[config.mk]
export PLATFORM = sky130hd
export DESIGN_NAME = cl_digit_serial_mult
export DESIGN_NICKNAME = d
export VERILOG_FILES = /design/src/rtl/cl_digit_serial_mult.sv
export SDC_FILE = /design/constraint.sdc
export NUM_CORES = 1
export LEC_CHECK = 0
export CAP_MARGIN = 5
export CORE_UTILIZATION = 35
export CTS_CLUSTER_DIAMETER = 120
export DETAILED_ROUTE_END_ITERATION = 10
export MAX_ROUTING_LAYER = met4
export REMOVE_ABC_BUFFERS = 1
export SLEW_MARGIN = 10
export SYNTH_ARGS = -nofsm -noshare
export SYNTH_HDL_FRONTEND = slang
export SYNTH_SLANG_ARGS = --single-unit
[constraint.sdc]
create_clock -name clk -period 9.6 [get_ports clk]
set_input_delay 1.92 -clock clk [delete_from_list [all_inputs] [get_ports clk]]
set_output_delay 1.92 -clock clk [all_outputs]
set_load 0.02 [all_outputs]
[src/rtl/cl_digit_serial_mult.sv]
// Digit-serial integer / carry-less multiplier: consumes DIGIT_WIDTH bits of B per RUN cycle.
// Optional build macro CL_MULT_SKIP_ZERO_EN ends RUN early once the remaining B digits are all zero.
module cl_digit_serial_mult #(
  parameter int DATA_WIDTH  = 32,
  parameter int DIGIT_WIDTH = 4
) (
  input  logic                    clk,
  input  logic                    rst_n,
  input  logic                    enable,
  input  logic                    start,
  input  logic                    carry_option,
  input  logic [DATA_WIDTH-1:0]   in_mult_a,
  input  logic [DATA_WIDTH-1:0]   in_mult_b,
  output logic                    busy,
  output logic                    done,
  output logic [2*DATA_WIDTH-1:0] out_mult_result
);

  // state | meaning
  // IDLE  | waiting for start (with enable high)
  // RUN   | one digit of B folded into acc per cycle
  // DONE  | done pulse, result valid; returns to IDLE
  localparam int N  = DATA_WIDTH;
  localparam int D  = DIGIT_WIDTH;
  localparam int K  = N / D;
  localparam int P  = 2 * N;
  localparam int CW = (K > 1) ? $clog2(K) : 1;

  typedef enum logic [1:0] {S_IDLE, S_RUN, S_DONE} state_t;

  state_t        state, state_nxt;
  logic [P-1:0]  a_sh, acc, acc_nxt, pp_int, pp_clm;
  logic [N-1:0]  b_sh, b_nxt;
  logic [CW-1:0] cnt;
  logic          mode;
  logic          last_digit;

  assign b_nxt = b_sh >> D;

`ifdef CL_MULT_SKIP_ZERO_EN
  assign last_digit = (cnt == CW'(K - 1)) || (b_nxt == '0);
`else
  assign last_digit = (cnt == CW'(K - 1));
`endif

  // Both partial-product flavours come from the same shifted copies of a_sh.
  always_comb begin
    pp_int = '0;
    pp_clm = '0;
    for (int i = 0; i < D; i++) begin
      if (b_sh[i]) begin
        pp_int = pp_int + (a_sh << i);
        pp_clm = pp_clm ^ (a_sh << i);
      end
    end
    acc_nxt = mode ? (acc + pp_int) : (acc ^ pp_clm);
  end

  always_comb begin
    state_nxt = state;
    case (state)
      S_IDLE:  if (start) state_nxt = S_RUN;
      S_RUN:   if (last_digit) state_nxt = S_DONE;
      S_DONE:  state_nxt = S_IDLE;
      default: state_nxt = S_IDLE;
    endcase
    if (!enable) state_nxt = S_IDLE;
  end

  always_ff @(posedge clk or negedge rst_n) begin
    if (!rst_n) state <= S_IDLE;
    else        state <= state_nxt;
  end

  always_ff @(posedge clk or negedge rst_n) begin
    if (!rst_n) begin
      a_sh            <= '0;
      b_sh            <= '0;
      acc             <= '0;
      cnt             <= '0;
      mode            <= 1'b0;
      busy            <= 1'b0;
      done            <= 1'b0;
      out_mult_result <= '0;
    end else if (!enable) begin
      a_sh            <= '0;
      b_sh            <= '0;
      acc             <= '0;
      cnt             <= '0;
      mode            <= 1'b0;
      busy            <= 1'b0;
      done            <= 1'b0;
      out_mult_result <= '0;
    end else begin
      busy <= (state_nxt != S_IDLE);
      done <= 1'b0;
      case (state)
        S_IDLE: begin
          if (start) begin
            a_sh <= {{N{1'b0}}, in_mult_a};
            b_sh <= in_mult_b;
            mode <= carry_option;
            acc  <= '0;
            cnt  <= '0;
          end
        end
        S_RUN: begin
          acc  <= acc_nxt;
          a_sh <= a_sh << D;
          b_sh <= b_nxt;
          cnt  <= cnt + CW'(1);
          if (last_digit) begin
            out_mult_result <= acc_nxt;
            done            <= 1'b1;
          end
        end
        default: ;
      endcase
    end
  end

endmodule

After elaboration in Yosys (flattened, before gate mapping)
Index checks and enable logic that the tools add are counted.
{"block": "op_classes", "n_addsub": 5, "n_eq_ne": 8, "muxes": 34, "bitwise_logic": 4, "reduce_logical": 5}
{"op": "$mux W64", "count": 15}
{"op": "$add A64 B64 Y64", "count": 4}
{"op": "$pmux W64 S2", "count": 2}
{"op": "$xor A64 B64 Y64", "count": 4}
{"op": "$mux W32", "count": 2}
{"op": "$pmux W32 S2", "count": 1}
{"op": "$ne A2 B1 Y1 const B", "count": 4}
{"op": "$mux W1", "count": 7}
{"op": "$mux W2", "count": 3}
{"op": "$mux W3", "count": 2}
{"op": "$pmux W3 S2", "count": 1}
{"op": "$reduce_and A2 Y1", "count": 3}
{"op": "$pmux W2 S2", "count": 1}
{"op": "$add A3 B1 Y3 const B", "count": 1}
{"op": "$eq A3 B3 Y1 const B", "count": 1}
{"op": "$ne A3 B1 Y1 const B", "count": 1}
{"op": "$ne A3 B3 Y1 const B", "count": 1}
{"op": "$eq A2 B1 Y1 const B", "count": 1}
{"op": "$logic_not A2 Y1", "count": 1}
{"op": "$reduce_bool A2 Y1", "count": 1}
{"block": "totals", "regBits": 232, "out_inout_bits": 66, "elab_cells": 65}

Logic depth before layout (Yosys ltp)
{"block": "depth", "depth_word": 12, "mapped_depth": 56, "mapped_depth_nobuf": 52}

Worst setup path before layout
OpenSTA, ideal clock, no wires.
{"block": "synth_path", "path_type": "flip-flop to flip-flop", "start": "reg b_sh[0]", "end": "reg out_mult_result[60]", "setup_ns": 0.122, "arrival_time_ns": 9.796, "t_required_ns": 9.478, "slack_ns": -0.317, "path_stages_with_launch": 54, "path_buffers": 4, "cell_sequence": "dfrtp_1 > buf_2 > clkbuf_1 > clkbuf_1 > nand2_1 > inv_1 > ha_1 > inv_1 > fa_1 > nor4_1 > o2bb2ai_1 > o21ai_0 > a211oi_1 > or2_2 > a31oi_1 > xnor2_1 > a22o_1 > ha_1 > [... 18 more ...] > a21oi_1 > o21ai_0 > a21oi_1 > o21bai_1 > a21oi_1 > xnor2_1 > mux2_2 > ha_1 > a21o_1 > a21o_1 > a21o_1 > a21o_1 > a2111oi_0 > o21ai_0 > o22ai_1 > xor2_1 > nand2_1 > a32o_1"}
{"block": "synth_via", "elab_chain_cells": 12}
{"item": "from (decl)", "line": "33", "source": "logic [N-1:0] b_sh, b_nxt;"}
{"item": "from (signal assigned)", "line": "101", "source": "b_sh <= in_mult_b;"}
{"item": "from (signal assigned)", "line": "110", "source": "b_sh <= b_nxt;"}
{"item": "$mux W64 (*)", "line": "51", "source": "if (b_sh[i]) begin"}
{"item": "$add A64 B64 Y64 or $xor A64 B64 Y64 (tied branches)", "line": "52, 53"}
{"item": "$mux W64", "line": "51"}
{"item": "$add A64 B64 Y64 or $xor A64 B64 Y64 (tied branches)", "line": "52, 53"}
{"item": "$mux W64", "line": "51"}
{"item": "$add A64 B64 Y64 or $xor A64 B64 Y64 (tied branches)", "line": "52, 53"}
{"item": "$mux W64", "line": "51"}
{"item": "$add A64 B64 Y64 or $xor A64 B64 Y64 (tied branches)", "line": "56", "source": "acc_nxt = mode ? (acc + pp_int) : (acc ^ pp_clm);"}
{"item": "$mux W64 (*)", "line": "56"}
{"item": "$mux W64 (*)", "line": "112", "source": "if (last_digit) begin"}
{"item": "$mux W64 (*)", "line": "97", "source": "case (state)"}
{"item": "$mux W64 (*)", "line": "85", "source": "end else if (!enable) begin"}
{"item": "to (signal assigned)", "line": "113", "source": "out_mult_result <= acc_nxt;"}
{"item": "to (decl)", "line": "16", "source": "output logic [2*DATA_WIDTH-1:0] out_mult_result"}
Mark *: on every way between the ends. The rest lies on a longest branch, timed or not. The select of a mux whose other input is x is not followed.
A chain may end at the register's enable or synchronous reset.

Worst setup path in the final report
Same ends and word-level chain as after synthesis.

==> flow_summary.ini <==
[status]
status = finished with violations
violations = design-rule violations

[route]
drc = 4
num_vias = 31300
wl_mm = 114
drt_iter0_markers = 2444
final_antenna_net_count = 0
routed_via_density = 5.57
wl_per_cell_um = 20.3
dr.pass1.iters = 9

[layout]
finalNetCount = 4856
nFillCells = 7868
drive_gt1_share_pct = 27.8
antennaDiodeCount = 0
multi_input_area_mm2 = 0.0237
area_delta_synth_final_pct = 39.1
final_cell_mix = buf_4 (795), nand2_1 (529), o21ai_0 (273)
final_util_pct = 49.2
seqCellArea_mm2 = 0.00582
mostFrequentLayoutCell = buf_4

[floorplanning]
io_pins = 135
die_x_um = 288
die_area_mm2 = 0.0827
die_y_um = 288
placement_rows = 104
start_util_pct = 35.4
core_mm2 = 0.0807

[synthesis]
ys_types = 84
synth_edf_count = 0
syn_area_per_cell_um2 = 7.54
syn_area_mm2 = 0.0286
ys_top_cells_by_area = dfrtp_1 (20%), ha_1 (11%), xnor2_1 (8.3%), nand2_1 (7.2%), a21oi_1 (6.1%)
synth_top_cell_area_share_pct = 20.3
async_reset_ff_share_pct = 100
yosysSeqAreaShare_pct = 20.3
synth_flop_cell = dfrtp_1
synthCells = 3788
ys_warn_count = 0
ys_seq_elements = 232
yosysTopAreaCell = dfrtp_1

[clock_network]
clock_latency_ns = 0.64
cts.hold.buffers_added = 0
tritoncts = done
cts_max_level = 1
clock_sinks = 232
clkTransAtPathRegs_ns = 0.06
numCtsBuffers = 31
clockRootBuffer = clkbuf_16
clock_path_buffers = 3

[run]
drv_cap = 0

[timing]
clock_skew_ns = 0.0228
worstMarginPinSlew_ns = 0.927
fmax_mhz = 105
max_slew_margin_pct = 38.2
period_share_pct = 99.6
slew_viol_final = 0
fin_ws_ns = 0.0371
fin_crit_ns = 9.56
setup_violations = 0
rsz0062_at_grt = true
whs_ns = 0.476
finalHoldViolations = 0
setup_tns_ns = 0

[global_route]
grt_max_degree = 145
antenna_found_initial = 0
overflow = 0
grt_pass1_vias = 29900
grt_usage_pct = 27.2
grt_first_pass_wirelength_mm = 173

[power_and_ir_drop]
total_power_uw = 3200
ir_worst_vdd_uv = 137
p_leak_uw = 0.0187
p_per_area_mw_per_mm2 = 80.6

[setup_path]
path_max_fanout = 7
crit_required_ns = 10.11
crit_path_top_delay_cell = dfrtp_2
cp-end-kind = flip-flop
arrival_ns = 10.08
cp.depth = 52
cp_num_buf_inv = 8
max_stage_delay_ns = 0.41
crit_family = compound AO/OA/AOI/OAI gates
crit_type = flip-flop to flip-flop
worst_r2r_path_depth = 52
start_kind = flip-flop

[place]
port_buffers = 134
place_congestion = 1.02
dp_worst_setup_slack_ns = -1.09
detailed_place_hpwl_mm = 86.5

[worst_hold_path]
holdPathStages = 2
hold_path_class = flip-flop to flip-flop
-- tightest hold or removal path, cell delays in order, from the launching register on --
cell,delay [ns]
dfrtp_1,0.34
nand2_1,0.05
o21ai_0,0.06
-- logic make-up after synthesis --
kind of cell / Yosys count / share of synthesized area, %
AO/OA/AOI/OAI: 1290 / 28.7
XOR/XNOR: 420 / 12.9
adder cells (fa/ha/maj): 250 / 11.1
buffers and inverters: 314 / 4.20
flip-flops: 232 / 20.3
multiplexers: 110 / 4.08
AND/OR/NAND/NOR: 1172 / 18.7
-- where the power goes --
part           internal [uW]  leakage, uW  switching, uW  total, uW
Combinational            425       0.0151            554        979
Sequential              1010      0.00319           40.8       1050
Clock                    649     0.000483            525       1170
-- registers in the layout, summed over array words and instances (netlist names) --
| register | flops |
|---|---|
| a_sh | 64 |
| acc | 64 |
| b_sh | 32 |
| busy | 1 |
| cnt | 3 |
| done | 1 |
| mode | 1 |
| out_mult_result | 64 |
| state | 2 |
-- Yosys cell counts, types with 5 or more instances --
cell type  instances
nand3b_1           7
a311oi_1           5
inv_1             82
nand2_1          547
a31oi_1           39
nor2b_1           40
a211oi_1          22
and3_1            24
a41oi_1            6
a22oi_1           59
xor2_1           148
nor2_1           235
o21bai_1          39
and2_1            77
nor3_1            32
o31ai_1           16
and4_1            12
clkbuf_1         195
nor4_1            11
a21oi_1          348
a2111oi_0          7
a21boi_0          11
mux2i_1           62
a21o_1           178
buf_1             19
a41o_1             5
nand4_1           54
a31o_2            10
o21a_1            22
ha_1             246
buf_2             15
mux2_2            47
a221o_1            5
a22o_1            72
or3_1             15
o211ai_1          23
or2_2              9
xnor2_1          271
nand3_1           52
dfrtp_1          232
o21ai_0          348
o21ai_1            8
o221ai_1           7
a211o_1           12
nand2b_1          40
-- per-layer routing --
layer	global-route usage [%]	up-vias	routed length [um]	share of wire, %
li1	-	15100	-	-
met1	37.4	15100	52200	46
met2	41.6	980	50600	44
met3	3.09	186	7260	6.4
met4	8.44	0	4190	3.7
met5	-	-	0	0
-- metrics by stage --
| stage | cell area, um^2 | instances |
|---|---|---|
| floorplan | 27700 | 3558 |
| global placement | 35900 | 5487 |
| detailed placement | 35900 | 5487 |
| CTS | 37700 | 5559 |
| global route | 39700 | 5622 |
| finish | 39700 | 5622 |
-- final timing paths --
kind | start | end | slack (ns)
setup / recovery | b_sh[0] | out_mult_result[60] | 0.04
hold / removal | out_mult_result[30] | out_mult_result[30] | 0.48
setup reg to reg | b_sh[0] | out_mult_result[60] | 0.04
hold reg to reg | out_mult_result[30] | out_mult_result[30] | 0.48
max in group asynchronous | rst_n | b_sh[3] | 6.94
min in group asynchronous | rst_n | a_sh[6] | 1.29
-- what timing repair did --
item / 4_1_cts / 5_1_grt
setup buffers: 15 / 65
endpoints found under the setup margin: 46 / 67
resized for setup: 170 / 307
pin swaps: 73 / 241
-- layout make-up --
cell class	instances	share of cell area, %
Multi-Input combinational cell	3242	59.7
Clock buffer	38	2.10
Sequential cell	232	14.7
Tap cell	1060	3.34
Timing Repair Buffer	946	19.0
Inverter	84	0.800
Clock inverter	20	0.425
(Power assumes the default switching activity.)
